File: src/rtl/regfile_nr1w_pkg.sv
// Shared definitions for the decode-stage register file: default geometry
// and the address/data types used by the core datapath.
// Optional feature macro: REGFILE_BYPASS_EN (see rtl/regfile_nr1w.sv).
package regfile_pkg;

  localparam int DEF_DATA_W   = 64;
  localparam int DEF_NUM_REGS = 32;
  localparam int DEF_NUM_RD   = 2;
  localparam int DEF_ZERO_REG = 31;

  typedef logic [4:0]  reg_addr_t;
  typedef logic [63:0] reg_data_t;

endpackage

File: src/rtl/regfile_nr1w_if.sv
// Write-back and operand-read bus of the register file.
// master = decode/WB side driving addresses and write data,
// slave  = register file returning the read operands.
interface regfile_nr1w_if
  import regfile_pkg::*;
#(
  parameter int DATA_W   = DEF_DATA_W,
  parameter int NUM_REGS = DEF_NUM_REGS,
  parameter int NUM_RD   = DEF_NUM_RD
);

  localparam int AW = $clog2(NUM_REGS);

  logic                           wr_en;
  logic [AW-1:0]                  wr_addr;
  logic [DATA_W-1:0]              wr_data;
  logic [NUM_RD-1:0][AW-1:0]      rd_addr;
  logic [NUM_RD-1:0][DATA_W-1:0]  rd_data;

  modport master (
    output wr_en, wr_addr, wr_data, rd_addr,
    input  rd_data
  );

  modport slave (
    input  wr_en, wr_addr, wr_data, rd_addr,
    output rd_data
  );

endinterface

File: src/rtl/regfile_nr1w_mux_param_nto1.sv
// Generic W-bit N:1 multiplexer; one instance per register-file read port.
// N is a power of two, so every select value addresses a real input.
module mux_param_nto1 #(
  parameter int N = 2,
  parameter int W = 1
) (
  input  logic [N-1:0][W-1:0]     din,
  input  logic [$clog2(N)-1:0]    sel,
  output logic [W-1:0]            dout
);

  assign dout = din[sel];

endmodule

File: src/rtl/regfile_nr1w.sv
// NUM_REGS x DATA_W register file with NUM_RD combinational read ports and
// one synchronous write port. Register ZERO_REG is hard-wired to zero
// (ZERO_REG = NUM_REGS disables it). Storage clears asynchronously on
// reset_n low.
// Optional feature macro: REGFILE_BYPASS_EN -- when defined, a write in the
// current cycle is forwarded to any read port addressing the same register.
module regfile_nr1w
  import regfile_pkg::*;
#(
  parameter int DATA_W   = DEF_DATA_W,
  parameter int NUM_REGS = DEF_NUM_REGS,
  parameter int NUM_RD   = DEF_NUM_RD,
  parameter int ZERO_REG = DEF_ZERO_REG
) (
  input  logic               clk,
  input  logic               reset_n,
  regfile_nr1w_if.slave      bus
);

  localparam int AW = $clog2(NUM_REGS);
  // One extra bit so ZERO_REG == NUM_REGS (disabled) never matches an address.
  localparam logic [AW:0] ZERO_IDX = (AW+1)'(ZERO_REG);

  // Flattened register contents feeding every read mux.
  logic [NUM_REGS-1:0][DATA_W-1:0] mux_in;

  genvar gi;

  generate
    for (gi = 0; gi < NUM_REGS; gi++) begin : g_regs
      if (gi == ZERO_REG) begin : g_zero
        // The zero register has no storage at all, so writes vanish.
        assign mux_in[gi] = '0;
      end else begin : g_store
        logic [DATA_W-1:0] q;
        logic              we;

        assign we = bus.wr_en && (bus.wr_addr == AW'(gi));

        // Register storage: async clear, load on a decoded write.
        always_ff @(posedge clk or negedge reset_n) begin
          if (!reset_n) begin
            q <= '0;
          end else if (we) begin
            q <= bus.wr_data;
          end
        end

        assign mux_in[gi] = q;
      end
    end
  endgenerate

  generate
    for (gi = 0; gi < NUM_RD; gi++) begin : g_rd
      logic [DATA_W-1:0] mux_out;
      logic              rd_zero;

      mux_param_nto1 #(
        .N (NUM_REGS),
        .W (DATA_W)
      ) u_mux (
        .din  (mux_in),
        .sel  (bus.rd_addr[gi]),
        .dout (mux_out)
      );

      assign rd_zero = ({1'b0, bus.rd_addr[gi]} == ZERO_IDX);

`ifdef REGFILE_BYPASS_EN
      logic fwd;

      // Forward the in-flight WB value; the zero mask still takes priority,
      // which also suppresses forwarding of writes aimed at the zero register.
      assign fwd = reset_n && bus.wr_en && (bus.wr_addr == bus.rd_addr[gi]);
      assign bus.rd_data[gi] = rd_zero ? '0 : (fwd ? bus.wr_data : mux_out);
`else
      // Stored state only; a same-cycle write shows up on the next cycle.
      assign bus.rd_data[gi] = rd_zero ? '0 : mux_out;
`endif
    end
  endgenerate

endmodule

File: src/flat_wrapper.sv
// flat-port wrapper written by rule: the top's interface ports become plain ports
module regfile_nr1w_flat import regfile_pkg::*;
#(
  parameter int DATA_W   = DEF_DATA_W,
  parameter int NUM_REGS = DEF_NUM_REGS,
  parameter int NUM_RD   = DEF_NUM_RD,
  parameter int ZERO_REG = DEF_ZERO_REG
)
  (clk, reset_n, bus_wr_en, bus_wr_addr, bus_wr_data, bus_rd_addr, bus_rd_data);
  regfile_nr1w_if #(.DATA_W(DATA_W), .NUM_REGS(NUM_REGS), .NUM_RD(NUM_RD)) bus_i ();
  input  logic clk;
  input  logic reset_n;
  input wire logic [$bits(bus_i.wr_en)-1:0] bus_wr_en;
  input wire logic [$bits(bus_i.wr_addr)-1:0] bus_wr_addr;
  input wire logic [$bits(bus_i.wr_data)-1:0] bus_wr_data;
  input wire logic [$bits(bus_i.rd_addr)-1:0] bus_rd_addr;
  output wire logic [$bits(bus_i.rd_data)-1:0] bus_rd_data;
  assign bus_i.wr_en = bus_wr_en;
  assign bus_i.wr_addr = bus_wr_addr;
  assign bus_i.wr_data = bus_wr_data;
  assign bus_i.rd_addr = bus_rd_addr;
  assign bus_rd_data = bus_i.rd_data;
  regfile_nr1w #(.DATA_W(DATA_W), .NUM_REGS(NUM_REGS), .NUM_RD(NUM_RD), .ZERO_REG(ZERO_REG)) u_core (.clk(clk), .reset_n(reset_n), .bus(bus_i));
endmodule
File: config.mk
export PLATFORM = sky130hd
export DESIGN_NAME = regfile_nr1w_flat
export DESIGN_NICKNAME = d
export VERILOG_FILES = /design/src/rtl/regfile_nr1w_pkg.sv /design/src/rtl/regfile_nr1w_if.sv /design/src/rtl/regfile_nr1w_mux_param_nto1.sv /design/src/rtl/regfile_nr1w.sv /design/src/flat_wrapper.sv
export SDC_FILE = /design/constraint.sdc
export NUM_CORES = 2
export LEC_CHECK = 0
export ABC_CLOCK_PERIOD_IN_PS = 3100
export CORE_ASPECT_RATIO = 0.7
export CORE_MARGIN = 4
export CORE_UTILIZATION = 30
export DETAILED_ROUTE_END_ITERATION = 8
export GPL_TIMING_DRIVEN = 0
export PLACE_DENSITY_LB_ADDON = 0.25
export RECOVER_POWER = 25
export SETUP_SLACK_MARGIN = 0.5
export SYNTH_ARGS = -nofsm -noshare
export SYNTH_HDL_FRONTEND = slang
export SYNTH_SLANG_ARGS = --single-unit
File: constraint.sdc
create_clock -name clk -period 3.1 [get_ports clk]
set_clock_uncertainty 0.2 [all_clocks]
set_input_delay 0.62 -clock clk [delete_from_list [all_inputs] [get_ports clk]]
set_output_delay 0.62 -clock clk [all_outputs]
set_load 0.01 [all_outputs]
==> After elaboration in Yosys (flattened, before gate mapping) <==
Cells that the tools add are included.
{ "word_totals": {"input_bits": 82, "output_inout_bits": 128, "register_bits": 1984, "word_cells": 103} }
{ "op_classes": {"n_reduce_logical": 32, "order_cmp": 2, "eq_ne": 32, "n_mux": 6} }
{ "op_table": {"columns": ["operator", "count"], "rows": [
  ["binary-select mux 64 bit (select 5 bit)", 2],
  ["two-way mux 64 bit", 4],
  ["equality test 5 bit, second input constant", 17],
  ["equality test 5 x 4 -> 1 bit, second input constant", 8],
  ["logical AND 1 bit", 31],
  ["equality test 5 x 3 -> 1 bit, second input constant", 4],
  ["< comparator 5 x 6 -> 1 bit, second input constant", 2],
  ["equality test 5 x 2 -> 1 bit, second input constant", 2],
  ["equality test 5 x 1 -> 1 bit, second input constant", 1],
  ["logical NOT 5 bit", 1]
]} }

==> Logic depth before layout (Yosys ltp) <==
{ "logic_depth": {"ltp_word": 3, "mapped_depth": 9, "depth_no_buf": 5} }

==> Hierarchy <==
A second synthesis with hierarchy kept.
{ "hier_totals": {"cells_unflattened": 6570, "hier_area_um2": 107245.4} }
{ "modules_own_cells": {"columns": ["mod", "area_per_inst_um2", "n_inst", "seq_area_each_um2", "cells_per_inst"], "rows": [
  ["regfile_nr1w", 74986.9, 1, 49647.6, 4548],
  ["mux_param_nto1", 16129.2, 2, 0.0, 1011]
]} }

==> Worst setup path before layout <==
No wires, ideal clock.
{ "synth_timing": {"path_kind": "input -> output", "from": "in bus_rd_addr[1]", "to": "out bus_rd_data[33]", "setup_slack_ns": 0.020, "n_path_buf": 3, "path_stages": 8, "required_time_ns": 2.280, "arrival_time_ns": 2.260, "cell_sequence": "buf_2 > clkbuf_1 > buf_2 > mux4_2 > mux2i_1 > nor2_1 > a21oi_1 > o221ai_1"} }
{ "synth_via": {"elab_chain_cells": 3, "word_cells_on_any_way": 4, "classes_between": "eq/ne (1); mux (3)"} }
{ "synth_lines": {"columns": ["item", "line_no", "rtl"], "rows": [
  ["from (decl)", "flat_wrapper.sv:16", "input wire logic [$bits(bus_i.rd_addr)-1:0] bus_rd_addr;"],
  ["binary-select mux 64 bit (select 5 bit)", "regfile_nr1w_mux_param_nto1.sv:12", "assign dout = din[sel];"],
  ["two-way mux 64 bit (not written as such)", "regfile_nr1w_mux_param_nto1.sv:12", null],
  ["two-way mux 64 bit *", "regfile_nr1w.sv:79", "assign bus.rd_data[gi] = rd_zero ? '0 : mux_out;"],
  ["to (decl)", "flat_wrapper.sv:17", "output wire logic [$bits(bus_i.rd_data)-1:0] bus_rd_data;"]
]} }
Every way passes the cells marked *; elsewhere a longest branch is shown, timed or not. The select of a mux whose other input is x is not followed.

==> Final worst setup path <==
{ "layout_timing": {"from": "in bus_wr_addr[4]", "to": "reg u_core.g_regs[25].g_store.q[51]"} }
{ "layout_via": {"elab_chain_cells": 2} }
{ "layout_lines": {"columns": ["item", "line_no", "rtl"], "rows": [
  ["from (decl)", "flat_wrapper.sv:14", "input wire logic [$bits(bus_i.wr_addr)-1:0] bus_wr_addr;"],
  ["equality test 5 bit", "regfile_nr1w.sv:38", "assign we = bus.wr_en && (bus.wr_addr == AW'(gi));"],
  ["logical AND 1 bit", "regfile_nr1w.sv:38", null],
  ["to (signal assigned)", "regfile_nr1w.sv:45", "q <= bus.wr_data;"],
  ["to (decl)", "regfile_nr1w.sv:35", "logic [DATA_W-1:0] q;"]
]} }
No other way between the ends.
A chain may end at the register's enable or synchronous reset.

==> results.py <==
metrics = {
    "yosys": {
        "yosys_register_bits": 1984,
        "yosysTopAreaCell": "dfrtp_1",
        "netlist.area_leader.share_pct": 46.9,
        "ys_warn_count": 0,
        "netlist_top_cells_count": "mux2_2, dfrtp_1, mux4_2",
        "synth_edf_count": 0,
        "syn-cell-area_um2": 106000,
        "syn_inst": 7219,
        "async_reset_ff_share_pct": 100,
        "ys.flop_type": "dfrtp_1",
        "synth_seq_area_share_pct": 46.9,
        "synth_area_leaders": "dfrtp_1, mux2_2, mux4_2",
        "synth_fp_nets": 7301,
        "synth_area_per_cell_um2": 14.7,
        "synth_most_common_cell": "mux2_2",
        "synth.distinct_cells": 46,
    },
    "die": {
        "die_w_um": 718,
        "dieArea_um2": 363000,
        "die_h_um": 505,
        "initial_core_util_pct": 30.1,
        "core_area_um2": 351000,
        "ios": 210,
        "rows": 182,
    },
    "global_route": {
        "grt_pass1_vias": 79700,
        "antenna_found_initial": 76,
        "grt_pass1_wl_mm": 769,
        "grt_usage_pct": 31.7,
        "grt_max_degree": 176,
        "overflow": 0,
    },
    "routing": {
        "vias_per_cell": 6.37,
        "drc": 0,
        "drt_pass1_iterations": 8,
        "drt_first_iter_violations": 12500,
        "routed_wirelength_mm": 598,
        "vias": 83200,
        "avgRoutedWirePerCell_um": 45.8,
        "antenna_left": 0,
    },
    "power_and_ir_drop": {
        "combinationalPowerShare_pct": 26.9,
        "p_per_area_nw_per_um2": 617,
        "finalPower_mw": 84.3,
        "clkPwrFrac_pct": 31.7,
        "switching_power_mw": 26.5,
        "seqPwrFrac_pct": 41.4,
        "p_leak_nw": 57.6,
        "p_int_mw": 57.8,
        "power_switching_share_pct": 31.5,
        "max-vdd-ir-drop_mv": 0.494,
    },
    "timing": {
        "drv_slew": 299,
        "finalHoldViolations": 0,
        "report.final.setup_viol": 1108,
        "min_period_ns": 3.70,
        "fmax_mhz": 270,
        "rsz0062_at_grt": "yes",
        "max_slew_margin_pct": -33.8,
        "timing.final.crit_share_pct": 119,
        "setup_ws_ns": -0.600,
        "tightest_slew_ns": 2.01,
        "whs_ns": 0.197,
        "fin_tns_setup_ns": -249.83,
    },
    "worst_setup_path": {
        "r2r_slack_ns": 1.87,
        "crit_required_ns": 3.65,
        "critPathKind": "in -> reg",
        "cp_max_fo": 10,
        "path_buf_inv": 4,
        "crit_chain": "dlygate4sd2_1, nand4b_1, clkbuf_1, nor2_1, clkbuf_2, buf_4, mux2_2",
        "crit_arrival_ns": 4.25,
        "cp-start-kind": "input pin",
        "critPathMaxStageDelay_ns": 0.96,
        "cp-end-kind": "flop",
        "cpMaxStageDelayCell": "nor2_1",
        "path_delay_family": "buffers and inverters",
    },
    "clock_tree": {
        "numCtsBuffers": 214,
        "clockRootBuffer": "clkbuf_16",
        "clk_pin_slew_worst_paths_ns": 0.06,
        "cts_max_level": 4,
        "clk_latency_ns": 0.94,
        "cts_tree": "yes",
        "cts_sinks": 1984,
        "clk_path_buf_depth": 4,
    },
    "final_layout": {
        "reg_top3": "u_core.g_regs.g_store.q: 1984 flops",
        "fin_area_um2": 137000,
        "layout.nets": 8233,
        "largest_reg_flops": 1984,
        "layout-drive-gt1-share_pct": 59.2,
        "fillCellCount": 32500,
        "syn2layout_area_growth_pct": 29.0,
        "final_core_util_pct": 38.9,
        "top_register": "u_core.g_regs.g_store.q",
    },
    "placement": {
        "routabilityCongestion": 0.982,
        "placedInstanceArea_um2": 116000,
        "port_buffers": 200,
        "post-dp-hpwl_mm": 390,
    },
    "status": {
        "violations": "max-capacitance violations, max-slew violations, negative setup slack",
        "outcome": "finished, violations left",
    },
    "worst_hold_path": {
        "min_path_type": "in -> reg",
    },
    "flow_run": {
        "cap_violations": 10,
    },
}
==> worst register-to-register path, stage by stage (launching register included) <==
cell and delay [ns]:
dfrtp_1 0.40, buf_4 0.14, buf_4 0.12, mux2_2 0.26
==> logic make-up (layout without fill, tap and decap cells) <==
group | after synthesis | after routing | synth area share, %
multiplexers | 3252 | 3252 | 42.9
flip-flops | 1984 | 1984 | 46.9
buffers and inverters | 793 | 1884 | 3.33
AO/OA/AOI/OAI | 767 | 767 | 4.96
AND/OR/NAND/NOR | 423 | 423 | 1.95
other | 0 | 50 | 0
==> metal layers <==
metal  global-route usage (%)  part of all wire, %  vias up
met3                     19.6                   16     1748
met4                     16.9                  6.5       62
li1                         -                    -    29800
met1                     39.8                   38    44700
met5                     4.84                 0.49        -
met2                     41.0                   38     6910
==> placed cells by master, fill, tap and decap left out, types with 64 or more instances in the layout <==
| cell | n |
|---|---|
| mux2_2 | 2054 |
| clkbuf_16 | 270 |
| a21oi_1 | 84 |
| mux4_2 | 815 |
| nand2_1 | 123 |
| buf_12 | 199 |
| nor2_1 | 76 |
| buf_6 | 135 |
| mux2i_1 | 244 |
| clkdlybuf4s50_1 | 64 |
| clkbuf_8 | 126 |
| a22oi_1 | 113 |
| dfrtp_1 | 1983 |
| buf_4 | 254 |
| a22o_1 | 86 |
| clkbuf_1 | 307 |
| a21oi_2 | 134 |
| buf_16 | 141 |
| buf_2 | 172 |
==> what timing repair did <==
action,4_1_cts,5_1_grt
buffers inserted,331,107
endpoints found under the hold margin,157,157
setup endpoints to repair,2488,491
gates resized for setup,2217,299
pin swaps,267,178
gates cloned,32,13
==> cell type report <==
type                    instances  area, um2  area share, %
well taps                    4692       5870           4.30
plain buffers                 789       9170           6.71
repair buffers                717       8700           6.37
inverters                       3       17.5         0.0128
flip-flops and latches       1984      49600           36.3
multi-input cells            4442      56200           41.2
diodes                         50        125         0.0916
clock inverters                59        692          0.507
clock buffers                 316       6170           4.52
==> per-stage QoR <==
| step | std cells | setup slack, ns |
|---|---|---|
| after floorplan | 7219 | 0.234 |
| after global placement | 12100 | -92.33 |
| after detailed placement | 12100 | -3.21 |
| after CTS | 12900 | -0.511 |
| after global routing | 13000 | -0.526 |
| final | 13100 | -0.600 |
==> power groups by stage <==
stage,Clock [mW],Sequential [mW],Combinational (mW)
floorplan,0,33.7,12.5
detailed placement,0,35.1,18.8
CTS,26.7,34.6,21.4
global placement,0,35.0,18.0
global route,27.7,35.4,23.4
finish,26.7,34.9,22.7
==> final timing paths <==
path,to,cells after the start,startpoint
worst max-delay path,u_core.g_regs[25].g_store.q[51],7,bus_wr_addr[4]
max in group asynchronous,u_core.g_regs[10].g_store.q[48],7,reset_n
min in group asynchronous,u_core.g_regs[17].g_store.q[37],3,reset_n
worst min-delay path,u_core.g_regs[25].g_store.q[17],2,bus_wr_data[17]
worst min register to register,u_core.g_regs[12].g_store.q[13],1,u_core.g_regs[12].g_store.q[13]
worst max register to register,u_core.g_regs[15].g_store.q[26],3,u_core.g_regs[15].g_store.q[26]
Power figures use the tool's default switching activity.
